[src/rtl/mem_port_arbiter_if.sv]
// ---------------------------------------------------------------------------
// mem_port_arbiter_if
//   Bundles the fetch port, data port and memory port that meet at the
//   mem_port_arbiter.
//   slave  : the arbiter's view. It receives requests and mem_rdata, and drives
//            grants, responses and the memory strobes.
//   master : the core/memory view, which is the mirror image of the slave.
//   Parameters AW and DW must match the arbiter instance that uses the bus.
// ---------------------------------------------------------------------------
interface mem_port_arbiter_if #(
  parameter int AW = 10,
  parameter int DW = 32
);
  logic          if_req;
  logic [AW-1:0] if_addr;
  logic          if_gnt;
  logic          if_rvalid;
  logic [DW-1:0] if_rdata;

  logic          dm_req;
  logic          dm_we;
  logic [AW-1:0] dm_addr;
  logic [DW-1:0] dm_wdata;
  logic          dm_gnt;
  logic          dm_rvalid;
  logic [DW-1:0] dm_rdata;

  logic          mem_en;
  logic          mem_we;
  logic [AW-1:0] mem_addr;
  logic [DW-1:0] mem_wdata;
  logic [DW-1:0] mem_rdata;

  modport slave (
    input  if_req, if_addr, dm_req, dm_we, dm_addr, dm_wdata, mem_rdata,
    output if_gnt, if_rvalid, if_rdata, dm_gnt, dm_rvalid, dm_rdata,
           mem_en, mem_we, mem_addr, mem_wdata
  );

  modport master (
    output if_req, if_addr, dm_req, dm_we, dm_addr, dm_wdata, mem_rdata,
    input  if_gnt, if_rvalid, if_rdata, dm_gnt, dm_rvalid, dm_rdata,
           mem_en, mem_we, mem_addr, mem_wdata
  );
endinterface

[src/rtl/mem_port_arbiter.sv]
// ---------------------------------------------------------------------------
// mem_port_arbiter
//   Shares one single-port memory between the instruction-fetch port and the
//   load/store port. It issues at most one access per clock. The data port
//   wins by default. The fetch port is forced through after STARVE_MAX data
//   grants in a row while it waits. Fetch is never granted while the core is
//   halted. Reads in flight are tracked by a MEM_LAT-deep tag pipe, which
//   routes mem_rdata back to the port that issued each read.
// Ports
//   clk1       : clock, rising edge
//   rst_n      : synchronous active-low reset
//   halted     : core halted, blocks fetch grants
//   bus        : fetch/data/memory signals (mem_port_arbiter_if.slave)
//   if_stall   : fetch requested but not granted this cycle
//   starve_cnt : consecutive data grants while fetch waits
// ---------------------------------------------------------------------------
module mem_port_arbiter #(
  parameter int AW         = 10,
  parameter int DW         = 32,
  parameter int MEM_LAT    = 1,
  parameter int STARVE_MAX = 4
) (
  input  logic                   clk1,
  input  logic                   rst_n,
  input  logic                   halted,
  mem_port_arbiter_if.slave      bus,
  output logic                   if_stall,
  output logic [3:0]             starve_cnt
);

  localparam logic [3:0] STARVE_LIM = 4'(STARVE_MAX);

  logic               fetch_ok;
  logic               grant_if;
  logic               grant_dm;
  logic               rd_grant;
  logic [3:0]         starve_q;
  logic [3:0]         starve_d;
  logic [MEM_LAT-1:0] tag_valid;
  logic [MEM_LAT-1:0] tag_owner;
  logic               tail_valid;

  assign fetch_ok = bus.if_req & ~halted;

  // Pick at most one winner. Reset holding low masks every grant, so nothing
  // reaches the memory while the block is being reset.
  always_comb begin
    grant_if = 1'b0;
    grant_dm = 1'b0;
    if (rst_n) begin
      if (bus.dm_req && fetch_ok) begin
        if (starve_q < STARVE_LIM) grant_dm = 1'b1;
        else                       grant_if = 1'b1;
      end else if (bus.dm_req) begin
        grant_dm = 1'b1;
      end else if (fetch_ok) begin
        grant_if = 1'b1;
      end
    end
  end

  // Memory side follows the winner in the same cycle.
  assign bus.if_gnt    = grant_if;
  assign bus.dm_gnt    = grant_dm;
  assign bus.mem_en    = grant_if | grant_dm;
  assign bus.mem_we    = grant_dm & bus.dm_we;
  assign bus.mem_addr  = grant_dm ? bus.dm_addr : bus.if_addr;
  assign bus.mem_wdata = bus.dm_wdata;

  assign if_stall   = rst_n & bus.if_req & ~grant_if;
  assign starve_cnt = rst_n ? starve_q : 4'd0;

  // Starvation counter: it counts data wins only while fetch is actually
  // waiting, and saturates at the limit. A halted fetch therefore still
  // counts but cannot be granted, so the counter stays at the limit.
  always_comb begin
    starve_d = starve_q;
    if (grant_if || !bus.if_req) starve_d = 4'd0;
    else if (grant_dm && starve_q < STARVE_LIM) starve_d = starve_q + 4'd1;
  end

  // Stores send no response, so only read grants enter the tag pipe as valid.
  assign rd_grant = grant_if | (grant_dm & ~bus.dm_we);

  // Register state. The tag pipe shifts every cycle, so a tag reaches the
  // tail exactly MEM_LAT cycles after its grant, in step with mem_rdata.
  // Clearing it on reset drops any reads that are still in flight.
  always_ff @(posedge clk1) begin
    if (!rst_n) begin
      starve_q  <= 4'd0;
      tag_valid <= '0;
      tag_owner <= '0;
    end else begin
      starve_q  <= starve_d;
      tag_valid <= (tag_valid << 1) | MEM_LAT'(rd_grant);
      tag_owner <= (tag_owner << 1) | MEM_LAT'(grant_dm);
    end
  end

  // Response routing: tag_owner is 1 for the data port and 0 for fetch.
  assign tail_valid    = rst_n & tag_valid[MEM_LAT-1];
  assign bus.if_rvalid = tail_valid & ~tag_owner[MEM_LAT-1];
  assign bus.dm_rvalid = tail_valid &  tag_owner[MEM_LAT-1];
  assign bus.if_rdata  = bus.if_rvalid ? bus.mem_rdata : '0;
  assign bus.dm_rdata  = bus.dm_rvalid ? bus.mem_rdata : '0;

endmodule

[src/flat_wrapper.sv]
// flat-port wrapper written by rule: the top's interface ports become plain ports
module mem_port_arbiter_flat 
#(
  parameter int AW         = 10,
  parameter int DW         = 32,
  parameter int MEM_LAT    = 1,
  parameter int STARVE_MAX = 4
)
  (clk1, rst_n, halted, if_stall, starve_cnt, bus_if_req, bus_if_addr, bus_dm_req, bus_dm_we, bus_dm_addr, bus_dm_wdata, bus_mem_rdata, bus_if_gnt, bus_if_rvalid, bus_if_rdata, bus_dm_gnt, bus_dm_rvalid, bus_dm_rdata, bus_mem_en, bus_mem_we, bus_mem_addr, bus_mem_wdata);
  mem_port_arbiter_if #(.AW(AW), .DW(DW)) bus_i ();
  input  logic clk1;
  input  logic rst_n;
  input  logic halted;
  output logic if_stall;
  output logic [3:0] starve_cnt;
  input wire logic [$bits(bus_i.if_req)-1:0] bus_if_req;
  input wire logic [$bits(bus_i.if_addr)-1:0] bus_if_addr;
  input wire logic [$bits(bus_i.dm_req)-1:0] bus_dm_req;
  input wire logic [$bits(bus_i.dm_we)-1:0] bus_dm_we;
  input wire logic [$bits(bus_i.dm_addr)-1:0] bus_dm_addr;
  input wire logic [$bits(bus_i.dm_wdata)-1:0] bus_dm_wdata;
  input wire logic [$bits(bus_i.mem_rdata)-1:0] bus_mem_rdata;
  output wire logic [$bits(bus_i.if_gnt)-1:0] bus_if_gnt;
  output wire logic [$bits(bus_i.if_rvalid)-1:0] bus_if_rvalid;
  output wire logic [$bits(bus_i.if_rdata)-1:0] bus_if_rdata;
  output wire logic [$bits(bus_i.dm_gnt)-1:0] bus_dm_gnt;
  output wire logic [$bits(bus_i.dm_rvalid)-1:0] bus_dm_rvalid;
  output wire logic [$bits(bus_i.dm_rdata)-1:0] bus_dm_rdata;
  output wire logic [$bits(bus_i.mem_en)-1:0] bus_mem_en;
  output wire logic [$bits(bus_i.mem_we)-1:0] bus_mem_we;
  output wire logic [$bits(bus_i.mem_addr)-1:0] bus_mem_addr;
  output wire logic [$bits(bus_i.mem_wdata)-1:0] bus_mem_wdata;
  assign bus_i.if_req = bus_if_req;
  assign bus_i.if_addr = bus_if_addr;
  assign bus_i.dm_req = bus_dm_req;
  assign bus_i.dm_we = bus_dm_we;
  assign bus_i.dm_addr = bus_dm_addr;
  assign bus_i.dm_wdata = bus_dm_wdata;
  assign bus_i.mem_rdata = bus_mem_rdata;
  assign bus_if_gnt = bus_i.if_gnt;
  assign bus_if_rvalid = bus_i.if_rvalid;
  assign bus_if_rdata = bus_i.if_rdata;
  assign bus_dm_gnt = bus_i.dm_gnt;
  assign bus_dm_rvalid = bus_i.dm_rvalid;
  assign bus_dm_rdata = bus_i.dm_rdata;
  assign bus_mem_en = bus_i.mem_en;
  assign bus_mem_we = bus_i.mem_we;
  assign bus_mem_addr = bus_i.mem_addr;
  assign bus_mem_wdata = bus_i.mem_wdata;
  mem_port_arbiter #(.AW(AW), .DW(DW), .MEM_LAT(MEM_LAT), .STARVE_MAX(STARVE_MAX)) u_core (.clk1(clk1), .rst_n(rst_n), .halted(halted), .bus(bus_i), .if_stall(if_stall), .starve_cnt(starve_cnt));
endmodule
[config.mk]
export PLATFORM = sky130hd
export DESIGN_NAME = mem_port_arbiter_flat
export DESIGN_NICKNAME = d
export VERILOG_FILES = /design/src/rtl/mem_port_arbiter_if.sv /design/src/rtl/mem_port_arbiter.sv /design/src/flat_wrapper.sv
export SDC_FILE = /design/constraint.sdc
export NUM_CORES = 1
export LEC_CHECK = 0
export ABC_CLOCK_PERIOD_IN_PS = 1750
export BUFFER_PORTS_ARGS = -buffer_cell sky130_fd_sc_hd__buf_2
export CORE_AREA = 2 2 81 83
export DETAILED_ROUTE_END_ITERATION = 7
export DIE_AREA = 0 0 83 85
export GPL_ROUTABILITY_DRIVEN = 0
export HOLD_SLACK_MARGIN = 0.12
export PLACE_DENSITY_LB_ADDON = 0.08
export SYNTH_ARGS = -nofsm -noshare
export SYNTH_HDL_FRONTEND = slang
export SYNTH_SLANG_ARGS = --single-unit
[constraint.sdc]
create_clock -name clk1 -period 1.75 [get_ports clk1]
set_input_delay 0 -clock clk1 [delete_from_list [all_inputs] [get_ports clk1]]
set_output_delay 0 -clock clk1 [all_outputs]
set_load 0.01 [all_outputs]
### Word level (Yosys, flattened, before mapping)

Cells that the tools add are included.

* register bits after elaboration: 6
* output and inout bits: 117

* $add $sub $neg: 1
* order comparisons: 1
* mux-type cells: 13
* bitwise logic cells: 15
* reductions and logical operators: 5

Operator list (number)
* $mux W32: 2
* $mux W10: 1
* $mux W1: 9
* $and A1 B1 Y1: 8
* $not A1 Y1: 5
* $add A4 B1 Y4 const B: 1
* $lt A4 B3 Y1 const B: 1
* $mux W4: 1
* $logic_and A1 B1 Y1: 2
* $or A1 B1 Y1: 2
* $reduce_or A2 Y1: 1
* $logic_not A1 Y1: 1
* $logic_or A1 B1 Y1: 1

### Depth between registers and ports, before layout

* word-level depth: 8
* depth in mapped cells: 4
* depth with buffers taken out: 3

### Least setup slack after synthesis

No wires, ideal clock.

* kind: reg-to-output
* start: reg u_core.starve_q[2]
* end: out bus_mem_addr[0]
* arrival time: 1.197 ns
* required time: 1.750 ns
* slack: 0.553 ns
* stages on the path, launching flop included: 5
* path buffers: 1
* path through: dfxtp_1 -> nor2_1 -> o311a_4 -> buf_6 -> mux2_4

* cells in the longest elaborated chain, start to end: 5

RTL lines
* start: declaration: line mem_port_arbiter.sv:37 `logic [3:0] starve_q;`
* start signal: assignment: line mem_port_arbiter.sv:94 `starve_q <= starve_d;`
* $lt A4 B3 Y1: line mem_port_arbiter.sv:52 `if (starve_q < STARVE_LIM) grant_dm = 1'b1;`
* $mux W1: line mem_port_arbiter.sv:52
* $mux W1: line mem_port_arbiter.sv:51 `if (bus.dm_req && fetch_ok) begin`
* $mux W1: line mem_port_arbiter.sv:50 `if (rst_n) begin`
* via bus_dm_gnt: line flat_wrapper.sv:26 `output wire logic [$bits(bus_i.dm_gnt)-1:0] bus_dm_gnt;`
* $mux W10: line mem_port_arbiter.sv:67 `assign bus.mem_addr = grant_dm ? bus.dm_addr : bus.if_addr;`
* end: declaration: line flat_wrapper.sv:31 `output wire logic [$bits(bus_i.mem_addr)-1:0] bus_mem_addr;`

The timed path passes the listed nets, and every way through them passes these cells.

### Worst setup path after layout

* start: in bus_dm_req
* end: reg u_core.tag_valid

* cells in the longest elaborated chain, start to end: 5

RTL lines
* start: declaration: line flat_wrapper.sv:18 `input wire logic [$bits(bus_i.dm_req)-1:0] bus_dm_req;`
* $mux W1 or $logic_and A1 B1 Y1 (tied branches): line mem_port_arbiter.sv:54, mem_port_arbiter.sv:51
* $mux W1: line mem_port_arbiter.sv:51
* $mux W1: line mem_port_arbiter.sv:50
* $and A1 B1 Y1: line mem_port_arbiter.sv:83 `assign rd_grant = grant_if | (grant_dm & ~bus.dm_we);`
* $or A1 B1 Y1 (*): line mem_port_arbiter.sv:83
* end signal: assignment: line mem_port_arbiter.sv:95 `tag_valid <= (tag_valid << 1) | MEM_LAT'(rd_grant);`
* end: declaration: line mem_port_arbiter.sv:39 `logic [MEM_LAT-1:0] tag_valid;`

Mark *: on every way between the ends. The rest lies on a longest branch, timed or not.
A chain may end at the register's enable or synchronous reset.

==> impl_metrics.csv <==
group,metric,value,unit
status,status,"completed",
critical_path,cp_max_fo,6,
drt,vias_per_cell,3.77,
clock_network,clock_sinks,6,
drt,drt-initial-drc-count,37,
run,drv_cap,0,
critical_path,worst_r2r_endpoint,"u_core.tag_valid$_SDFF_PN0_",
timing,finalCriticalPeriod,1.65,ns
power,internal-power,0.466,mW
timing,drv_slew,0,
grt,grt_max_degree,34,
final_layout,drive_gt1_share,54.8,%
drt,drt-total-wl,4.28,mm
timing,final.period_utilization,94.2,%
grt,grt_usage,10.4,%
grt,grt_pass1_vias,1229,
die,die_x,83,microns
critical_path,start_kind,"input port",
clock_network,root_buffer,"clkbuf_8",
drt,via_count,1397,
die,die_area,7060,sq um
die,rows,29,
synthesis,syn_avg_cell_area,7.61,sq um
critical_path,crit_type,"in2reg",
critical_path,slowest_delay,0.54,ns
power,combPwrFrac,46.6,%
power,power_density,318,nW/um^2
timing,finalHoldViolCount,0,
synthesis,syn_nets,242,
power,power_frac_seq,21.4,%
critical_path,cpMostUsedCell,"dlygate4sd3_1",
synthesis,ys_ff_latch,6,
synthesis,yosysSeqAreaShare,10.5,%
grt,grt-ovfl-total,0,
worst_hold_path,hold_depth,3,
final_layout,area_delta_synth_final,82.5,%
drt,wire_per_inst,11.5,microns
critical_path,reg2regPathDepth,4,
clock_network,insertion_delay,0.22,ns
synthesis,synth_ff_type,"dfxtp_1",
timing,tns,0,ns
synthesis,synth_top_area_cell,"and2_1",
timing,max_slew_margin,71.2,%
drt,drc,0,
clock_network,path_clk_slew,0.04,ns
critical_path,ff2ff_setup_slack,0.21,ns
synthesis,synth_area,1150,sq um
synthesis,syn_inst,151,
synthesis,yosysMostFrequentCell,"and2_1",
final_layout,n_antenna_cell,0,
critical_path,cp_slowest_cell,"dlygate4sd3_1",
synthesis,synth_area_leaders,"and2_1 (38%), buf_4 (21%), dfxtp_1 (10%)",
timing,clock.fmax,607,MHz
clock_network,cts_tree,"done",
power,vdd_ir_drop_max,0.000459,V
worst_hold_path,holdCritStartpoint,"bus_if_req",
die,core,6200,sq um
timing,fin_ws,0.102,ns
worst_hold_path,min_path_type,"in2reg",
power,p_switching,0.200,mW
die,initial_core_util,18.5,%
timing,rsz0062_at_grt,"false",
die,dieHeight,85,microns
power,total_leakage_power,1.26,nW
synthesis,synth_top_area_share,38.1,%
critical_path,r2r-start,"u_core.starve_q[2]$_SDFFE_PP0P_",
drt,postRouteAntennaNets,0,
timing,worst_pin_slew,0.430,ns
synthesis,synth_edf_count,0,
critical_path,cp_cell_sequence,"dlygate4sd3_1 > buf_2 > nor3b_1 > nor3_1 > o21a_1 > dlygate4sd3_1",
timing,setup_violations,0,
power,clock_power_share,31.9,%
synthesis,synth_warnings,0,
place,pre_cts_ws,0.431,ns
synthesis,ys_types,25,
worst_hold_path,hold_path_end,"u_core.starve_q[3]$_SDFFE_PP0P_",
grt,antenna_found_initial,0,
final_layout,layout.nets,387,
drt,drt_first_pass_iters,2,
critical_path,cp-end-kind,"flop",
clock_network,cts_buffers,3,
power,p_sw_share,30.0,%
synthesis,synth_commonest_cells,"and2_1 (70), buf_4 (32), mux2_4 (8), nor2_1 (7)",
grt,grt_pass1_wl,6.13,mm
die,io_pins,207,
critical_path,worstPathRequired,1.86,ns
critical_path,arrival,1.76,ns
clock_network,h-tree-depth,1,
place,io_buffers,142,
timing,skew,0.00102,ns
clock_network,cts_buffer_depth,2,
synthesis,synthArstFlopShare,0,%
==> kinds of logic after synthesis <==
kind of cell             after synthesis  synth area share [%]
XOR/XNOR                               1                 0.763
AO/OA/AOI/OAI                          6                  5.12
adder cells (fa/ha/maj)                1                  1.09
flip-flops                             6                  10.5
buffers and inverters                 43                  25.3
multiplexers                          11                  13.3
AND/OR/NAND/NOR                       83                  44.0
==> cells in the final DEF, fill, tap and decap left out <==
master,n
nor2_1,6
dfxtp_1,6
inv_2,1
nor3b_1,1
xnor2_1,1
dlygate4sd3_1,36
and2_1,70
o211ai_1,1
and3_1,1
mux2_4,8
buf_4,2
nor2b_1,1
nor3_1,1
o21a_1,2
ha_1,1
clkbuf_8,3
nor2_2,1
buf_2,142
inv_1,2
mux2i_1,1
mux2_2,2
nand2_1,1
o311a_4,1
and4bb_2,1
o311a_1,1
a21oi_1,1
==> what timing repair did <==
| action | in CTS | in global routing |
|---|---|---|
| hold buffers | 36 | 0 |
| resized for setup | 0 | 0 |
| setup buffers | 0 | 0 |
| endpoints found under the hold margin | 34 | 0 |
==> power groups by stage <==
stage	registers (mW)	clock network [mW]	logic [mW]
after floorplan	0.144	0	0.180
after global placement	0.145	0	0.225
after detailed placement	0.145	0	0.223
after CTS	0.143	0.219	0.314
after global routing	0.143	0.235	0.334
final	0.143	0.213	0.311
==> worst max-delay path by stage <==
stage	startpoint	end	slack, ns	cells after the start
floorplan	u_core.starve_q[2]$_SDFFE_PP0P_	bus_mem_addr[0]	0.55	4
global placement	u_core.starve_q[3]$_SDFFE_PP0P_	bus_mem_addr[0]	0.45	4
detailed placement	u_core.starve_q[2]$_SDFFE_PP0P_	bus_mem_addr[0]	0.43	4
CTS	bus_dm_req	u_core.tag_valid$_SDFF_PN0_	0.1	6
global route	bus_dm_req	u_core.tag_valid$_SDFF_PN0_	0.01	6
finish	bus_dm_req	u_core.tag_valid$_SDFF_PN0_	0.10	6
==> metal layers <==
layer,routed length [microns],GRT usage [%]
met3,424,3.50
met5,0,0
met2,2300,20.2
met1,1550,11.2
met4,7,1.34
==> area by class of cell <==
class / count / area [sq um]
repair buffers: 180 / 1090
well taps: 77 / 96.3
multi-input cells: 102 / 741
inverters: 3 / 11.3
fillers: 669 / 4110
flip-flops and latches: 6 / 120
clock buffers: 3 / 41.3
==> state kept, by name, summed over array words and instances (netlist names) <==
register          flops
u_core.starve_q       4
u_core.tag_owner      1
u_core.tag_valid      1
==> per-stage QoR <==
stage                     util (%)  total power [mW]  cell area (sq um)  instances  hold WS [ns]
after floorplan                  -             0.325               1150        151        0.0918
after global placement        27.3             0.370               1690        332     0.0000686
after detailed placement      27.3             0.368               1690        332     0.0000686
after CTS                     33.8             0.675               2100        371         0.203
after global routing          33.8             0.712               2100        371         0.214
final                         33.8             0.666               2100        371         0.201
==> worst max-delay path: cells and delay by family <==
kind                   cells  cell delay [ns]
AND/OR/NAND/NOR            2             0.36
buffers and inverters      3             1.21
AO/OA/AOI/OAI              1             0.18
(Power assumes the default switching activity.)
